File: config.mk
export PLATFORM = sky130hd
export DESIGN_NAME = fir_seq_ctrl_flat
export DESIGN_NICKNAME = d
export VERILOG_FILES = /design/src/rtl/fir_seq_ctrl_if.sv /design/src/rtl/fir_seq_ctrl.sv /design/src/flat_wrapper.sv
export SDC_FILE = /design/constraint.sdc
export NUM_CORES = 1
export LEC_CHECK = 0
export BUFFER_PORTS_ARGS = -buffer_cell sky130_fd_sc_hd__buf_2
export CAP_MARGIN = 20
export CORE_ASPECT_RATIO = 0.5
export CORE_MARGIN = 4
export CORE_UTILIZATION = 56
export DETAILED_ROUTE_END_ITERATION = 6
export HOLD_SLACK_MARGIN = 0.05
export MAX_ROUTING_LAYER = met4
export PLACE_DENSITY = 0.85
export SETUP_SLACK_MARGIN = 0.3
export SLEW_MARGIN = 20
export SYNTH_ARGS = -nofsm -noshare
export SYNTH_HDL_FRONTEND = slang
export SYNTH_SLANG_ARGS = --single-unit
File: constraint.sdc
create_clock -name iClk_12M -period 6.4 [get_ports iClk_12M]
set_clock_uncertainty 0.15 [all_clocks]
set_input_delay 0.64 -clock iClk_12M [delete_from_list [all_inputs] [get_ports iClk_12M]]
set_output_delay 0.64 -clock iClk_12M [all_outputs]
set_load 0.02 [all_outputs]
File: src/rtl/fir_seq_ctrl_if.sv
// Control/coefficient bus between the FIR sequencer and its host/datapath.
// Signal names follow the block's established port names.
interface fir_seq_ctrl_if;
   logic        iStart;
   logic        iCoeffUpdate;
   logic        iCoeffValid;
   logic [15:0] iCoeffData;
   logic        oEnSample_600k;
   logic        oEnDelay;
   logic        oAccClr;
   logic        oMacEn;
   logic [3:0]  oMacAddr;
   logic        oSumEn;
   logic        oFirValid;
   logic        oCoeffWe;
   logic [5:0]  oCoeffAddr;
   logic [15:0] oCoeffData;
   logic        oCoeffLoaded;
   logic        oBusy;

   modport master (
      output iStart, iCoeffUpdate, iCoeffValid, iCoeffData,
      input  oEnSample_600k, oEnDelay, oAccClr, oMacEn, oMacAddr, oSumEn,
             oFirValid, oCoeffWe, oCoeffAddr, oCoeffData, oCoeffLoaded, oBusy
   );

   modport slave (
      input  iStart, iCoeffUpdate, iCoeffValid, iCoeffData,
      output oEnSample_600k, oEnDelay, oAccClr, oMacEn, oMacAddr, oSumEn,
             oFirValid, oCoeffWe, oCoeffAddr, oCoeffData, oCoeffLoaded, oBusy
   );
endinterface

File: src/rtl/fir_seq_ctrl.sv
// Sequencer for a 33-tap (3 x 11) FIR: coefficient load sessions and a
// 20-clock sample period schedule (600 kHz at 12 MHz).
//
// state | meaning
// IDLE  | waiting; coefficient update has priority over start
// LOAD  | accepting coefficient words into RAM addresses 0..32
// RUN   | continuous filtering, phase counter 0..19 per sample period
module fir_seq_ctrl (
   input  logic          iClk_12M,
   input  logic          iRsn,
   fir_seq_ctrl_if.slave bus
);

   localparam logic [5:0] LAST_ADDR    = 6'd32;
   localparam logic [4:0] LAST_PHASE   = 5'd19;
   localparam logic [4:0] PH_SAMPLE    = 5'd0;
   localparam logic [4:0] PH_ACC_CLR   = 5'd1;
   localparam logic [4:0] PH_MAC_FIRST = 5'd2;
   localparam logic [4:0] PH_MAC_LAST  = 5'd12;
   localparam logic [4:0] PH_SUM       = 5'd13;
   localparam logic [4:0] PH_VALID     = 5'd14;

   typedef enum logic [1:0] {
      IDLE = 2'd0,
      LOAD = 2'd1,
      RUN  = 2'd2
   } state_t;

   state_t      state_q, state_nx;
   logic [5:0]  wr_cnt_q, wr_cnt_nx;
   logic [4:0]  phase_q, phase_nx;
   logic        loaded_q, loaded_nx;

   logic        coeff_we_q, coeff_we_nx;
   logic [5:0]  coeff_addr_q, coeff_addr_nx;
   logic [15:0] coeff_data_q, coeff_data_nx;

   logic        en_sample_q, en_sample_nx;
   logic        en_delay_q, en_delay_nx;
   logic        acc_clr_q, acc_clr_nx;
   logic        mac_en_q, mac_en_nx;
   logic [3:0]  mac_addr_q, mac_addr_nx;
   logic        sum_en_q, sum_en_nx;
   logic        fir_valid_q, fir_valid_nx;
   logic        busy_q, busy_nx;
   logic        run_nx;

   always_ff @(posedge iClk_12M or negedge iRsn) begin
      if (!iRsn) begin
         state_q  <= IDLE;
         wr_cnt_q <= '0;
         phase_q  <= '0;
         loaded_q <= 1'b0;
      end else begin
         state_q  <= state_nx;
         wr_cnt_q <= wr_cnt_nx;
         phase_q  <= phase_nx;
         loaded_q <= loaded_nx;
      end
   end

   always_comb begin
      state_nx      = state_q;
      wr_cnt_nx     = wr_cnt_q;
      phase_nx      = phase_q;
      loaded_nx     = loaded_q;
      coeff_we_nx   = 1'b0;
      coeff_addr_nx = '0;
      coeff_data_nx = coeff_data_q;
      case (state_q)
         IDLE: begin
            if (bus.iCoeffUpdate) begin
               state_nx  = LOAD;
               wr_cnt_nx = '0;
               loaded_nx = 1'b0;
            end else if (bus.iStart && loaded_q) begin
               state_nx = RUN;
               phase_nx = '0;
            end
         end
         LOAD: begin
            // Dropping the update request abandons a partial set, even if a word arrives that cycle.
            if (!bus.iCoeffUpdate) begin
               state_nx  = IDLE;
               wr_cnt_nx = '0;
            end else if (bus.iCoeffValid) begin
               coeff_we_nx   = 1'b1;
               coeff_addr_nx = wr_cnt_q;
               coeff_data_nx = bus.iCoeffData;
               if (wr_cnt_q == LAST_ADDR) begin
                  state_nx  = IDLE;
                  wr_cnt_nx = '0;
                  loaded_nx = 1'b1;
               end else begin
                  wr_cnt_nx = wr_cnt_q + 6'd1;
               end
            end
         end
         RUN: begin
            if (phase_q == LAST_PHASE) begin
               phase_nx = '0;
               if (!bus.iStart) begin
                  state_nx = IDLE;
               end
            end else begin
               phase_nx = phase_q + 5'd1;
            end
         end
         default: begin
            state_nx  = IDLE;
            wr_cnt_nx = '0;
            phase_nx  = '0;
         end
      endcase
   end

   // Strobes are decoded from the next phase so the registered outputs line up with the phase they name.
   always_comb begin
      run_nx       = (state_nx == RUN);
      busy_nx      = (state_nx != IDLE);
      en_delay_nx  = run_nx;
      en_sample_nx = run_nx && (phase_nx == PH_SAMPLE);
      acc_clr_nx   = run_nx && (phase_nx == PH_ACC_CLR);
      mac_en_nx    = run_nx && (phase_nx >= PH_MAC_FIRST) && (phase_nx <= PH_MAC_LAST);
      sum_en_nx    = run_nx && (phase_nx == PH_SUM);
      fir_valid_nx = run_nx && (phase_nx == PH_VALID);
      mac_addr_nx  = '0;
      if (mac_en_nx) begin
         mac_addr_nx = 4'(phase_nx - PH_MAC_FIRST);
      end
   end

   always_ff @(posedge iClk_12M or negedge iRsn) begin
      if (!iRsn) begin
         coeff_we_q   <= 1'b0;
         coeff_addr_q <= '0;
         coeff_data_q <= '0;
         en_sample_q  <= 1'b0;
         en_delay_q   <= 1'b0;
         acc_clr_q    <= 1'b0;
         mac_en_q     <= 1'b0;
         mac_addr_q   <= '0;
         sum_en_q     <= 1'b0;
         fir_valid_q  <= 1'b0;
         busy_q       <= 1'b0;
      end else begin
         coeff_we_q   <= coeff_we_nx;
         coeff_addr_q <= coeff_addr_nx;
         coeff_data_q <= coeff_data_nx;
         en_sample_q  <= en_sample_nx;
         en_delay_q   <= en_delay_nx;
         acc_clr_q    <= acc_clr_nx;
         mac_en_q     <= mac_en_nx;
         mac_addr_q   <= mac_addr_nx;
         sum_en_q     <= sum_en_nx;
         fir_valid_q  <= fir_valid_nx;
         busy_q       <= busy_nx;
      end
   end

   assign bus.oEnSample_600k = en_sample_q;
   assign bus.oEnDelay       = en_delay_q;
   assign bus.oAccClr        = acc_clr_q;
   assign bus.oMacEn         = mac_en_q;
   assign bus.oMacAddr       = mac_addr_q;
   assign bus.oSumEn         = sum_en_q;
   assign bus.oFirValid      = fir_valid_q;
   assign bus.oCoeffWe       = coeff_we_q;
   assign bus.oCoeffAddr     = coeff_addr_q;
   assign bus.oCoeffData     = coeff_data_q;
   assign bus.oCoeffLoaded   = loaded_q;
   assign bus.oBusy          = busy_q;

endmodule
File: src/flat_wrapper.sv
// flat-port wrapper written by rule: the top's interface ports become plain ports
module fir_seq_ctrl_flat 
  (iClk_12M, iRsn, bus_iStart, bus_iCoeffUpdate, bus_iCoeffValid, bus_iCoeffData, bus_oEnSample_600k, bus_oEnDelay, bus_oAccClr, bus_oMacEn, bus_oMacAddr, bus_oSumEn, bus_oFirValid, bus_oCoeffWe, bus_oCoeffAddr, bus_oCoeffData, bus_oCoeffLoaded, bus_oBusy);
  fir_seq_ctrl_if bus_i ();
  input  logic iClk_12M;
  input  logic iRsn;
  input wire logic [$bits(bus_i.iStart)-1:0] bus_iStart;
  input wire logic [$bits(bus_i.iCoeffUpdate)-1:0] bus_iCoeffUpdate;
  input wire logic [$bits(bus_i.iCoeffValid)-1:0] bus_iCoeffValid;
  input wire logic [$bits(bus_i.iCoeffData)-1:0] bus_iCoeffData;
  output wire logic [$bits(bus_i.oEnSample_600k)-1:0] bus_oEnSample_600k;
  output wire logic [$bits(bus_i.oEnDelay)-1:0] bus_oEnDelay;
  output wire logic [$bits(bus_i.oAccClr)-1:0] bus_oAccClr;
  output wire logic [$bits(bus_i.oMacEn)-1:0] bus_oMacEn;
  output wire logic [$bits(bus_i.oMacAddr)-1:0] bus_oMacAddr;
  output wire logic [$bits(bus_i.oSumEn)-1:0] bus_oSumEn;
  output wire logic [$bits(bus_i.oFirValid)-1:0] bus_oFirValid;
  output wire logic [$bits(bus_i.oCoeffWe)-1:0] bus_oCoeffWe;
  output wire logic [$bits(bus_i.oCoeffAddr)-1:0] bus_oCoeffAddr;
  output wire logic [$bits(bus_i.oCoeffData)-1:0] bus_oCoeffData;
  output wire logic [$bits(bus_i.oCoeffLoaded)-1:0] bus_oCoeffLoaded;
  output wire logic [$bits(bus_i.oBusy)-1:0] bus_oBusy;
  assign bus_i.iStart = bus_iStart;
  assign bus_i.iCoeffUpdate = bus_iCoeffUpdate;
  assign bus_i.iCoeffValid = bus_iCoeffValid;
  assign bus_i.iCoeffData = bus_iCoeffData;
  assign bus_oEnSample_600k = bus_i.oEnSample_600k;
  assign bus_oEnDelay = bus_i.oEnDelay;
  assign bus_oAccClr = bus_i.oAccClr;
  assign bus_oMacEn = bus_i.oMacEn;
  assign bus_oMacAddr = bus_i.oMacAddr;
  assign bus_oSumEn = bus_i.oSumEn;
  assign bus_oFirValid = bus_i.oFirValid;
  assign bus_oCoeffWe = bus_i.oCoeffWe;
  assign bus_oCoeffAddr = bus_i.oCoeffAddr;
  assign bus_oCoeffData = bus_i.oCoeffData;
  assign bus_oCoeffLoaded = bus_i.oCoeffLoaded;
  assign bus_oBusy = bus_i.oBusy;
  fir_seq_ctrl u_core (.iClk_12M(iClk_12M), .iRsn(iRsn), .bus(bus_i));
endmodule
==> results.yml <==
flow_run:
  maxCapViolations: 0
global_routing:
  grt_max_degree: 49
  grt_pass1_wl_mm: 7.003
  grtUsageMet3_pct: 5.347
  grtUsageTotal_pct: 19.63
  grt_pass1_vias: 1503
  met1_usage_pct: 22.66
  overflow: 0
  grt_antenna_before_repair: 0
  use_met2_pct: 32.79
  busiest_layer: "met2"
synth:
  avgSynthCellArea_um2: 11.39
  synth_top_area_share_pct: 56.07
  netlist_top_cells_area: "dfrtp_1 56%, mux2_2 8.4%, and2_1 2.6%"
  synth.distinct_cells: 39
  yosysWarnings: 0
  yosysSeqAreaShare_pct: 56.07
  synthFlopType: "dfrtp_1"
  syn-cell-area_um2: 2142
  syn_nets: 213
  synth_edf_count: 0
  ys_ff_latch: 48
  synth.most_common_cell: "dfrtp_1"
  synth_common_cells: "48 x dfrtp_1, 16 x mux2_2, 14 x nor2_1"
  synth_top_area_cell: "dfrtp_1"
  syn_inst: 188
  async_reset_ff_share_pct: 100.0
critical_path:
  endpoint_kind: "flop"
  cp.required_ps: 6480
  path_max_fanout: 8
  start_kind: "flop"
  crit_type: "reg2reg"
  crit_arrival_ps: 2590
finish:
  area_delta_synth_final_pct: 18.93
  nets: 269
  antenna_cells: 0
  fin_cells: 296
  drive_gt1_share_pct: 34.69
clock_tree:
  postCtsSetupBuffers: 0
  cts_tree: "done"
  clk_pin_slew_ps: 80
  htreeDepth: 2
  cts.sinks: 48
  cts-root-buf: "clkbuf_8"
  holdBufCountCts: 0
  insertion_delay_ps: 300
  cts_resized: 0
  cts_made_buffers: 5
  cts.path.max_buffers: 2
detailed_routing:
  viasPerCell: 5.351
  drt_wl_total_mm: 4.329
  vias: 1584
  final_antenna_net_count: 0
  wire_per_inst_um: 14.63
  drtIter0Drc: 53
  dr.pass1.iters: 4
  drt_drc_violations_left: 0
placed_design:
  dp_hpwl_mm: 3.198
  place.gp.congestion: 0.8755
  place_inst: 288
  portBuffers: 55
pwr:
  ir_worst_vdd_uv: 131.6
  total_power_w: 0.0006089
  power_density_nw_per_um2: 239.0
  power.leakage_nw: 1.270
timing:
  slew-limit-headroom_pct: 41.04
  rsz0062_at_grt: "false"
  fin_hold_ws_ps: 181.6
  slew_violations: 0
  fin_crit_ps: 2513
  hold_viol: 0
  max_freq_mhz: 397.9
  fin_crit_sh_pct: 39.27
  worst_slew_pin_slew_ps: 884.4
  tns_ps: 0
  setup_violations: 0
status:
  outcome: "completed"
worst_hold_path:
  hold_class: "in2async"
floorplanning:
  start_util_pct: 60.39
  ios: 56
  fp.dieArea_um2: 4939
  die_w_um: 95.47
  die_h_um: 51.74
  num_rows: 15
  placeableCoreArea_um2: 3547
sequential cells by signal (all words and copies together), names as in the netlist:
name / flops
u_core.bus.oEnSample_600k: 1
u_core.phase_q: 5
u_core.bus.oAccClr: 1
u_core.bus.oCoeffLoaded: 1
u_core.bus.oCoeffAddr: 6
u_core.bus.oFirValid: 1
u_core.bus.oEnDelay: 1
u_core.bus.oMacAddr: 4
u_core.state_q: 2
u_core.bus.oCoeffWe: 1
u_core.bus.oMacEn: 1
u_core.bus.oCoeffData: 16
u_core.wr_cnt_q: 6
u_core.bus.oSumEn: 1
u_core.bus.oBusy: 1
cell usage in the layout, fill, tap and decap left out, types with 5 or more instances in the layout:
cell	synthesis	final
a21oi_1	7	7
and2_1	9	9
buf_2	3	54
clkbuf_8	0	6
dfrtp_1	48	48
inv_1	7	7
mux2_2	16	16
nand2_1	9	9
nand2b_1	6	6
nor2_1	14	14
nor2b_1	5	5
nor3_1	6	6
o21ai_0	10	10
path summary, 6_finish.rpt:
check | start | endpoint | slack (ps) | cells after the start
min in group iClk_12M | u_core.bus.oCoeffData[3] | u_core.bus.oCoeffData[3] | 360 | 1
worst max-delay path | u_core.phase_q[0] | u_core.bus.oMacAddr[1] | 3890 | 8
worst min register to register | u_core.bus.oCoeffData[3] | u_core.bus.oCoeffData[3] | 360 | 1
worst min-delay path | iRsn | u_core.bus.oBusy | 180 | 1
max in group asynchronous | iRsn | u_core.phase_q[2] | 5520 | 1
worst max register to register | u_core.phase_q[0] | u_core.bus.oMacAddr[1] | 3890 | 8
power by group:
group | internal [W] | switching (W) | total, W
Clock | 0.0000878 | 0.0000963 | 0.000184
Sequential | 0.000324 | 0.0000115 | 0.000335
Combinational | 0.0000365 | 0.0000528 | 0.0000893
Total | 0.000448 | 0.000161 | 0.000609
metal layers:
layer,wire [um],up-vias
met2,2200,41
met5,0,-
met4,79,0
met1,1841,767
li1,-,768
met3,207,8
cells by family (layout without fill, tap and decap cells):
logic type | count (synthesis) | in the layout | share of synthesized area, %
AO/OA/AOI/OAI | 35 | 35 | 11.21
buffers and inverters | 13 | 70 | 2.629
AND/OR/NAND/NOR | 71 | 71 | 18.87
adder cells (fa/ha/maj) | 4 | 4 | 2.337
flip-flops | 48 | 48 | 56.07
multiplexers | 17 | 17 | 8.878
critical path, stage by stage, from the launching register on:
cell and delay (ps):
dfrtp_1 450, ha_1 320, and4bb_1 230, nor2_1 230, a22o_1 350, ha_1 210
o21ai_0 90, a31oi_1 230, nor2b_1 170
stage by stage:
step / utilization (%) / worst slack (ps) / cell area (um^2)
after floorplan: - / 4175 / 2142
after global placement: 69.10 / 3903 / 2451
after detailed placement: 69.10 / 3841 / 2451
after CTS: 71.75 / 3901 / 2545
after global routing: 71.82 / 3563 / 2547
final: 71.82 / 3887 / 2547
cell type report:
type                    count  area (um^2)
flip-flops and latches     48         1201
fillers                   285        999.7
multi-input cells         127        884.6
repair buffers             55        277.8
clock buffers               7        86.33
well taps                  51        63.81
inverters                   7        26.28
clock inverters             1        7.507
Note: power is estimated with default switching activity, not from simulation.
